[config.mk]
export PLATFORM = sky130hd
export DESIGN_NAME = alarm_responder
export DESIGN_NICKNAME = d
export VERILOG_FILES = /design/src/rtl/alarm_pkg.sv /design/src/rtl/second_timer.sv /design/src/rtl/alarm_responder.sv
export SDC_FILE = /design/constraint.sdc
export NUM_CORES = 1
export LEC_CHECK = 0
export CAP_MARGIN = 20
export CORE_UTILIZATION = 45
export DETAILED_ROUTE_END_ITERATION = 10
export PLACE_DENSITY = 0.79
export SLEW_MARGIN = 20
export SYNTH_ARGS = -nofsm -noshare
export SYNTH_HDL_FRONTEND = slang
export SYNTH_SLANG_ARGS = --single-unit
[constraint.sdc]
create_clock -name clk -period 3.95 [get_ports clk]
set_input_delay 0.79 -clock clk [delete_from_list [all_inputs] [get_ports clk]]
set_output_delay 0.79 -clock clk [all_outputs]
set_load 0.05 [all_outputs]
[src/rtl/alarm_pkg.sv]
// alarm_pkg: state encoding and default timing constants shared by
// alarm_responder and its testbench.
package alarm_pkg;

    typedef enum logic [1:0] {
        ST_IDLE    = 2'b00,
        ST_RINGING = 2'b01,
        ST_SNOOZE  = 2'b10
    } alarm_state_e;

    localparam int DEF_RING_SECONDS   = 60;
    localparam int DEF_SNOOZE_SECONDS = 300;
    localparam int DEF_MAX_SNOOZE     = 3;
    localparam int DEF_BLINK_DIV      = 50;

    // Bits needed to hold the longer of the two intervals, including 0.
    function automatic int timer_width(input int ring_s, input int snooze_s);
        int longest;
        longest = (ring_s > snooze_s) ? ring_s : snooze_s;
        return $clog2(longest + 1);
    endfunction

endpackage

[src/rtl/second_timer.sv]
// second_timer: seconds down-counter shared by the ring and snooze intervals.
// A load of N pulses expire on the Nth tick after the load; the count stops
// at 0 and never wraps.
module second_timer #(
    parameter int W = 9
) (
    input  logic         clk,
    input  logic         rst_n,
    input  logic         load,
    input  logic [W-1:0] load_val,
    input  logic         tick,
    output logic         expire,
    output logic [W-1:0] count
);

    // Load wins over a same-cycle tick; otherwise count down once per tick.
    always_ff @(posedge clk or negedge rst_n) begin
        if (!rst_n) begin
            count <= '0;
        end else if (load) begin
            count <= load_val;
        end else if (tick && (count != '0)) begin
            count <= count - W'(1);
        end
    end

    // Expiry is the tick that would take the count from 1 to 0.
    assign expire = tick && (count == W'(1));

endmodule

[src/rtl/alarm_responder.sv]
// alarm_responder: reacts to the clock core's alarm match -- rings, blinks the
// LED, handles snooze/dismiss and the ring timeout, and records missed alarms.
// Optional snooze support is compiled in when ALARM_SNOOZE_EN is defined;
// without it the SNOOZE state is unreachable and snoozing/snooze_count are 0.
// fsm_state and timer_count are debug views of the FSM and the seconds timer.
module alarm_responder
    import alarm_pkg::*;
#(
    parameter int RING_SECONDS   = DEF_RING_SECONDS,
    parameter int SNOOZE_SECONDS = DEF_SNOOZE_SECONDS,
    parameter int MAX_SNOOZE     = DEF_MAX_SNOOZE,
    parameter int BLINK_DIV      = DEF_BLINK_DIV
) (
    input  logic       clk,
    input  logic       rst_n,
    input  logic       tick_1hz,
    input  logic       alarm_hit,
    input  logic       armed,
    input  logic       btn_snooze,
    input  logic       btn_dismiss,
    output logic       ring,
    output logic       led_blink,
    output logic       snoozing,
    output logic [2:0] snooze_count,
    output logic       missed,
    output logic [1:0] fsm_state,
    output logic [timer_width(RING_SECONDS, SNOOZE_SECONDS)-1:0] timer_count
);

    localparam int TW = timer_width(RING_SECONDS, SNOOZE_SECONDS);
    localparam logic [TW-1:0] RING_LOAD = TW'(RING_SECONDS);
    localparam int DIV_W = (BLINK_DIV > 1) ? $clog2(BLINK_DIV) : 1;
    localparam logic [DIV_W-1:0] DIV_LAST = DIV_W'(BLINK_DIV - 1);

    alarm_state_e    state, next_state;
    logic            next_missed;
    logic            hit_prev, hit_primed, hit_rise;
    logic            timer_load, timer_expire;
    logic [TW-1:0]   timer_val;
    logic [DIV_W-1:0] blink_div;

`ifdef ALARM_SNOOZE_EN
    localparam logic [TW-1:0] SNOOZE_LOAD  = TW'(SNOOZE_SECONDS);
    localparam logic [2:0]    SNOOZE_LIMIT = 3'(MAX_SNOOZE);
    logic [2:0] snooze_cnt, next_cnt;
`endif

    second_timer #(.W(TW)) u_timer (
        .clk      (clk),
        .rst_n    (rst_n),
        .load     (timer_load),
        .load_val (timer_val),
        .tick     (tick_1hz),
        .expire   (timer_expire),
        .count    (timer_count)
    );

    // alarm_hit history; the first cycle after reset only primes it so a
    // level already high at reset release is not taken as a new event.
    always_ff @(posedge clk or negedge rst_n) begin
        if (!rst_n) begin
            hit_prev   <= 1'b0;
            hit_primed <= 1'b0;
        end else begin
            hit_prev   <= alarm_hit;
            hit_primed <= 1'b1;
        end
    end

    assign hit_rise = hit_primed && alarm_hit && !hit_prev;

    // FSM state register.
    always_ff @(posedge clk or negedge rst_n) begin
        if (!rst_n) begin
            state <= ST_IDLE;
        end else begin
            state <= next_state;
        end
    end

    // Next state and side effects; priority is disarm > dismiss > snooze > expiry.
    always_comb begin
        next_state  = state;
        next_missed = missed;
        timer_load  = 1'b0;
        timer_val   = RING_LOAD;
`ifdef ALARM_SNOOZE_EN
        next_cnt    = snooze_cnt;
`endif
        if (!armed) begin
            next_state = ST_IDLE;
        end else begin
            case (state)
                ST_IDLE: begin
                    if (btn_dismiss) begin
                        next_missed = 1'b0;
                    end
                    if (hit_rise) begin
                        next_state = ST_RINGING;
                        timer_load = 1'b1;
                        timer_val  = RING_LOAD;
`ifdef ALARM_SNOOZE_EN
                        next_cnt   = 3'd0;
`endif
                    end
                end
                ST_RINGING: begin
                    if (btn_dismiss) begin
                        next_state  = ST_IDLE;
                        next_missed = 1'b0;
                    end
`ifdef ALARM_SNOOZE_EN
                    else if (btn_snooze && (snooze_cnt < SNOOZE_LIMIT)) begin
                        next_state = ST_SNOOZE;
                        next_cnt   = snooze_cnt + 3'd1;
                        timer_load = 1'b1;
                        timer_val  = SNOOZE_LOAD;
                    end
`endif
                    else if (timer_expire) begin
                        next_state  = ST_IDLE;
                        next_missed = 1'b1;
                    end
                end
`ifdef ALARM_SNOOZE_EN
                ST_SNOOZE: begin
                    if (btn_dismiss) begin
                        next_state  = ST_IDLE;
                        next_missed = 1'b0;
                    end else if (timer_expire) begin
                        next_state = ST_RINGING;
                        timer_load = 1'b1;
                        timer_val  = RING_LOAD;
                    end
                end
`endif
                default: begin
                    next_state = ST_IDLE;
                end
            endcase
        end
    end

    // Registered buzzer and sticky missed flag.
    always_ff @(posedge clk or negedge rst_n) begin
        if (!rst_n) begin
            ring   <= 1'b0;
            missed <= 1'b0;
        end else begin
            ring   <= (next_state == ST_RINGING);
            missed <= next_missed;
        end
    end

    // LED blink: starts lit on RINGING entry, toggles every BLINK_DIV clocks.
    always_ff @(posedge clk or negedge rst_n) begin
        if (!rst_n) begin
            led_blink <= 1'b0;
            blink_div <= '0;
        end else if (next_state != ST_RINGING) begin
            led_blink <= 1'b0;
            blink_div <= '0;
        end else if (state != ST_RINGING) begin
            led_blink <= 1'b1;
            blink_div <= '0;
        end else if (blink_div == DIV_LAST) begin
            led_blink <= ~led_blink;
            blink_div <= '0;
        end else begin
            blink_div <= blink_div + DIV_W'(1);
        end
    end

`ifdef ALARM_SNOOZE_EN
    // Registered snooze indicator and per-event snooze count.
    always_ff @(posedge clk or negedge rst_n) begin
        if (!rst_n) begin
            snoozing   <= 1'b0;
            snooze_cnt <= 3'd0;
        end else begin
            snoozing   <= (next_state == ST_SNOOZE);
            snooze_cnt <= next_cnt;
        end
    end

    assign snooze_count = snooze_cnt;
`else
    // Snooze support compiled out: the button and limit have no effect.
    logic [3:0] unused_snooze;
    assign unused_snooze = {btn_snooze, 3'(MAX_SNOOZE)};
    assign snoozing      = 1'b0;
    assign snooze_count  = 3'd0;
`endif

    assign fsm_state = state;

endmodule
==> results of run 1 <==
[worst min path at each step]
stage / from / endpoint / slack [ns] / cells after the start
4_1_cts: blink_div[0]$_DFF_PN0_ / blink_div[0]$_DFF_PN0_ / 0.54 / 1
3_3_place_gp: blink_div[0]$_DFF_PN0_ / blink_div[0]$_DFF_PN0_ / 0.51 / 1
3_5_place_dp: blink_div[0]$_DFF_PN0_ / blink_div[0]$_DFF_PN0_ / 0.52 / 1
2_1_floorplan: rst_n / blink_div[0]$_DFF_PN0_ / 0.49 / 0
5_1_grt: rst_n / blink_div[4]$_DFF_PN0_ / 0.45 / 1
6_report: rst_n / blink_div[4]$_DFF_PN0_ / 0.41 / 1
[stage by stage]
stage / power [mW] / utilization / cell area [um2]
after global placement: 0.788 / 0.563 / 1410
after CTS: 0.981 / 0.584 / 1460
after global routing: 1.03 / 0.582 / 1460
after floorplan: 0.660 / - / 1210
final: 0.975 / 0.582 / 1460
after detailed placement: 0.803 / 0.563 / 1410
[final cells by class]
class,instances,share of cell area
Clock buffer,3,0.0155
Clock inverter,1,0.0206
Inverter,5,0.0129
Multi-Input combinational cell,84,0.414
Sequential cell,22,0.378
Tap cell,30,0.0258
Timing Repair Buffer,20,0.132
[state kept, by name (all words and copies together) (netlist names)]
signal / flops
hit_primed: 1
ring: 1
missed: 1
hit_prev: 1
blink_div: 6
fsm_state: 2
u_timer.count: 9
led_blink: 1
[cells in the mapped netlist (2+ instances only)]
| cell type | count | share of area |
|---|---|---|
| o31ai_1 | 2 | 0.013 |
| nand4bb_1 | 2 | 0.019 |
| dfrtp_1 | 22 | 0.46 |
| ha_1 | 5 | 0.052 |
| nor2b_1 | 3 | 0.016 |
| nand2b_1 | 2 | 0.010 |
| conb_1 | 2 | 0.0063 |
| o21ai_0 | 6 | 0.025 |
| or4_1 | 3 | 0.019 |
| a21oi_1 | 3 | 0.013 |
| xor2_1 | 2 | 0.015 |
| a21o_1 | 3 | 0.019 |
| buf_4 | 4 | 0.025 |
| nor4bb_1 | 2 | 0.017 |
| nor2_1 | 2 | 0.0063 |
| a22oi_1 | 2 | 0.013 |
| mux2i_1 | 4 | 0.033 |
| clkbuf_1 | 2 | 0.0063 |
| nand3_1 | 4 | 0.017 |
| inv_1 | 5 | 0.016 |
| nand2_1 | 6 | 0.019 |
| nor3_1 | 5 | 0.021 |
| a211oi_1 | 3 | 0.019 |
[report_power, final]
group / internal (mW) / switching [mW] / leakage [nW]
clock: 0.103 / 0.0713 / 0.0279
sequential: 0.272 / 0.0690 / 0.284
combinational: 0.167 / 0.292 / 0.304
[metal layers]
| metal | vias to the layer above | wire, um |
|---|---|---|
| met5 | - | 0 |
| met1 | 449 | 1020 |
| met2 | 28 | 1150 |
| met3 | 4 | 75 |
| met4 | 0 | 53 |
| li1 | 461 | - |
[cell families (layout without fill, tap and decap cells)]
kind of cell,after synthesis,in the layout,synth area share
compound gates,28,28,0.168
xor+xnor,3,3,0.0219
buf+inv,12,29,0.0511
simple gates,37,37,0.196
other cells,2,6,0.00626
fa+ha+maj,5,5,0.0521
mux,5,5,0.0459
flops,22,22,0.459
==> reports/metrics.yaml, run 1 <==
finish:
  diodes: 0
  area_growth_pct: 21.3
  multiInputGateArea_um2: 603
  layout_commonest_cell: "dfrtp_1"
  drive_above_1_share: 0.0667
  final_cells: 165
  nFillCells: 229
  layout_common_cells: "dfrtp_1 (22), clkdlybuf4s50_1 (18), nand2_1 (6), o21ai_0 (6), conb_1 (6)"
  seq_area_um2: 551
  nNetsFinal: 148
floorplan:
  ios: 25
  die_area_mm2: 0.00288
  die_w_um: 53.6
  die_y_um: 53.6
  core_mm2: 0.00250
  start_util: 0.480
  num_rows: 18
sta:
  maxSlewHeadroom: 0.549
  rsz0062_at_grt: "false"
  finalCritPeriodShare: 0.618
  hold_viol: 0
  min_period_ns: 2.44
  fin_ws_ns: 1.51
  finalSetupTns_ns: 0
  finClkSkew_ns: 0.0140
  slew_viol_final: 0
  tightest_slew_ns: 0.672
  setup_viol_count_final: 0
  max_freq_mhz: 410
  hold_ws_ns: 0.407
logic_synthesis:
  ys_warn_count: 0
  synth-seq-cells: 22
  seq_area_frac_synth: 0.459
  syn_inst: 114
  synth_cell_type_count: 43
  synthesis.area_mm2: 0.00120
  dominantRegCellSynth: "dfrtp_1"
  synth_edf_count: 0
  ys_async_sr_fraction: 1.00
  avgSynthCellArea_um2: 10.5
power:
  p_per_area_mw_per_mm2: 670
  p_leak_nw: 0.616
  ir_drop_mv: 0.587
worst_setup_path:
  r2r-start: "u_timer.count[1]$_DFFE_PN0P_"
  reg2regPathDepth: 5
  crit_slowest_cell: "clkdlybuf4s50_1"
  critPathMaxFanout: 9
  critPathBufInv: 1
  crit_family: "buffers and inverters"
  max_stage_delay_ns: 0.85
  critPathLaunchType: "flop"
  crit_required_ns: 3.16
  cp_num_cells: 1
  arrival_ns: 1.65
  worst-r2r-setup-slack_ns: 1.92
  crit_path_end_kind: "output pin"
  worstPathCellList: "clkdlybuf4s50_1"
  worstSetupEndpoint: "timer_count[3]"
  worstSetupStartpoint: "u_timer.count[3]$_DFFE_PN0P_"
  crit_type: "reg -> out"
  reg2reg_to: "ring$_DFF_PN0_"
global_route:
  grt_usage: 0.198
  grt_util_met2: 0.333
  grt_pass1_wl_um: 4070
  grt_max_degree: 23
  gr-max-usage-layer: "met2"
  grt-ovfl-total: 0
  grt_use_met3: 0.0282
  antenna_found_initial: 0
  grt_use_met1: 0.245
  grt_pass1_vias: 917
drt:
  drtIter0Drc: 10
  drtPass1Iterations: 4
  via_per_inst: 5.71
  wire_per_inst_um: 13.9
  vias: 942
  ant_nets: 0
  routed_wl_um: 2300
  drc: 0
clock_tree:
  clk-insertion-delay-late_ns: 0.32
  clkTransAtPathRegs_ns: 0.13
  h-tree-depth: 1
  clkSinkCount: 22
  cts_setup_buffers: 0
  cts_inserted_buffers: 3
  cts_buffer_depth: 2
  post_cts_resized: 0
  hold_buffers: 0
  cts_tree: "built"
  clockRootBuffer: "clkbuf_4"
status:
  run_status: "complete, no violations"
placed_design:
  globalplace.congestion: 0.763
  hpwl_um: 1670
  pre_cts_slack_ns: 1.27
  place_inst: 161
  portBuffers: 19
flow_run:
  drv_cap: 0
worst_hold_path:
  holdCritPathClass: "in -> async"
Note: power is estimated with default switching activity, not from simulation.
==> run 2: changes to the inputs <==
--- a/config.mk
+++ b/config.mk
@@ -8,7 +8,7 @@
 export CAP_MARGIN = 20
 export CORE_UTILIZATION = 45
 export DETAILED_ROUTE_END_ITERATION = 10
-export PLACE_DENSITY = 0.79
+export PLACE_DENSITY = 0.82
 export SLEW_MARGIN = 20
 export SYNTH_ARGS = -nofsm -noshare
 export SYNTH_HDL_FRONTEND = slang
==> constraint.sdc (replaced) <==
create_clock -name clk -period 2.15 [get_ports clk]
set_input_delay 0.43 -clock clk [delete_from_list [all_inputs] [get_ports clk]]
set_output_delay 0.43 -clock clk [all_outputs]
set_load 0.05 [all_outputs]
==> run 2 against run 1 <==
Against the previous run:
- sequential power up 85%
- critical path depth is the same
- power up 86%
- register-to-register slack worse by 1.6 ns
- combinational power grew 88%
- core utilization is 2.2 points higher
- clock skew rose by 0.00074 ns
- first-iteration DRC count is 40% higher
- final cell count up 3.6%
- final area increased by 3.8%
- worst hold slack improved by 0.030 ns
- clock power rose by 82%
- highest routed layer unchanged
==> reports/metrics.yaml, run 2 (same netlist as run 1, synthesis figures left out) <==
worst_setup_path:
  crit_path_end_kind: "output pin"
  crit_required_ns: 1.72
  crit_slowest_cell: "clkdlybuf4s50_1"
  reg2regPathDepth: 3
  max_stage_delay_ns: 0.85
  crit_family: "buffers and inverters"
  critPathBufInv: 1
  critPathMaxFanout: 7
  arrival_ns: 1.65
  crit_type: "reg -> out"
  critPathLaunchType: "flop"
  cp_num_cells: 1
  worst-r2r-setup-slack_ns: 0.28
  worstPathCellList: "clkdlybuf4s50_1"
global_route:
  grt-ovfl-total: 0
  grt_pass1_wl_um: 4060
  antenna_found_initial: 0
  grt_usage: 0.200
  grt_pass1_vias: 918
  grt_max_degree: 23
placed_design:
  pre_cts_slack_ns: 0.0392
  portBuffers: 19
  place_inst: 167
  globalplace.congestion: 0.787
  hpwl_um: 1800
  placed_cell_area_mm2: 0.00145
clock_tree:
  clkSinkCount: 22
  cts_buffer_depth: 2
  clk-insertion-delay-late_ns: 0.31
  cts_inserted_buffers: 3
  clockRootBuffer: "clkbuf_4"
  cts_setup_buffers: 0
  clkTransAtPathRegs_ns: 0.13
  h-tree-depth: 1
  cts_tree: "built"
finish:
  final_cells: 171
  largest-register: "u_timer.count"
  area_growth_pct: 25.9
  seq_area_um2: 551
  layout_commonest_cell: "dfrtp_1"
  largest_reg_flops: 9
  drive_above_1_share: 0.0993
  multiInputGateArea_um2: 603
  diodes: 0
  final_cell_area_mm2: 0.00151
  nFillCells: 206
  nNetsFinal: 154
  utilization: 0.604
  layout_common_cells: "dfrtp_1 (22), clkdlybuf4s50_1 (17), buf_4 (7)"
sta:
  finalSetupTns_ns: 0
  min_period_ns: 2.08
  rsz0062_at_grt: "false"
  slew_viol_final: 0
  hold_viol: 0
  tightest_slew_ns: 0.571
  hold_ws_ns: 0.437
  fin_ws_ns: 0.0721
  max_freq_mhz: 481
  maxSlewHeadroom: 0.609
  finalCritPeriodShare: 0.966
  finClkSkew_ns: 0.0147
  setup_viol_count_final: 0
status:
  run_status: "complete, no violations"
power:
  p_per_area_mw_per_mm2: 1200
  ir_drop_mv: 1.04
  p_leak_nw: 0.670
  power_mw: 1.81
drt:
  routed_wl_um: 2440
  ant_nets: 0
  drtPass1Iterations: 4
  vias: 960
  drtIter0Drc: 14
  drc: 0
  wire_per_inst_um: 14.3
  via_per_inst: 5.61
flow_run:
  drv_cap: 0
floorplan:
  die_y_um: 53.6
  die_w_um: 53.6
  num_rows: 18
  ios: 25
  start_util: 0.480
  core_mm2: 0.00250
  die_area_mm2: 0.00288
worst_hold_path:
  holdCritPathClass: "in -> async"
-- run 2: cell count changes in the layout (fill, tap and decap cells not counted), sizes merged --
cell	delta
buf	+5
dlymetal6s2s	+2
clkdlybuf4s50	-1
-- run 2: cell type report --
cell class,count,area share
Timing Repair Buffer,26,0.164
Tap cell,30,0.0249
Clock inverter,1,0.0199
Inverter,5,0.0124
Multi-Input combinational cell,84,0.399
Sequential cell,22,0.365
Clock buffer,3,0.0149
-- run 2: per-layer routing --
metal,wire [um],GRT usage,vias up
met4,34,0.0965,0
li1,-,-,467
met2,1270,0.342,20
met5,0,0,-
met3,67,0.0282,4
met1,1070,0.246,469
-- run 2: path summary, 6_finish.rpt --
| check | start | endpoint |
|---|---|---|
| worst max register to register | u_timer.count[5]$_DFFE_PN0P_ | u_timer.count[1]$_DFFE_PN0P_ |
| worst min register to register | blink_div[0]$_DFF_PN0_ | blink_div[0]$_DFF_PN0_ |
| worst min-delay path | rst_n | blink_div[5]$_DFF_PN0_ |
| max in group asynchronous | rst_n | u_timer.count[1]$_DFFE_PN0P_ |
| worst max-delay path | u_timer.count[2]$_DFFE_PN0P_ | timer_count[2] |
| min in group clk | blink_div[0]$_DFF_PN0_ | blink_div[0]$_DFF_PN0_ |
-- run 2: power breakdown --
part / internal (mW) / leakage, nW / total (mW) / switching (mW)
Sequential: 0.500 / 0.284 / 0.630 / 0.130
Clock: 0.189 / 0.0279 / 0.317 / 0.129
Combinational: 0.324 / 0.358 / 0.867 / 0.544
-- run 2: what timing repair did --
action	in CTS	in global routing
gates resized for setup	0	2
setup endpoints to repair	0	2
hold buffers	0	0
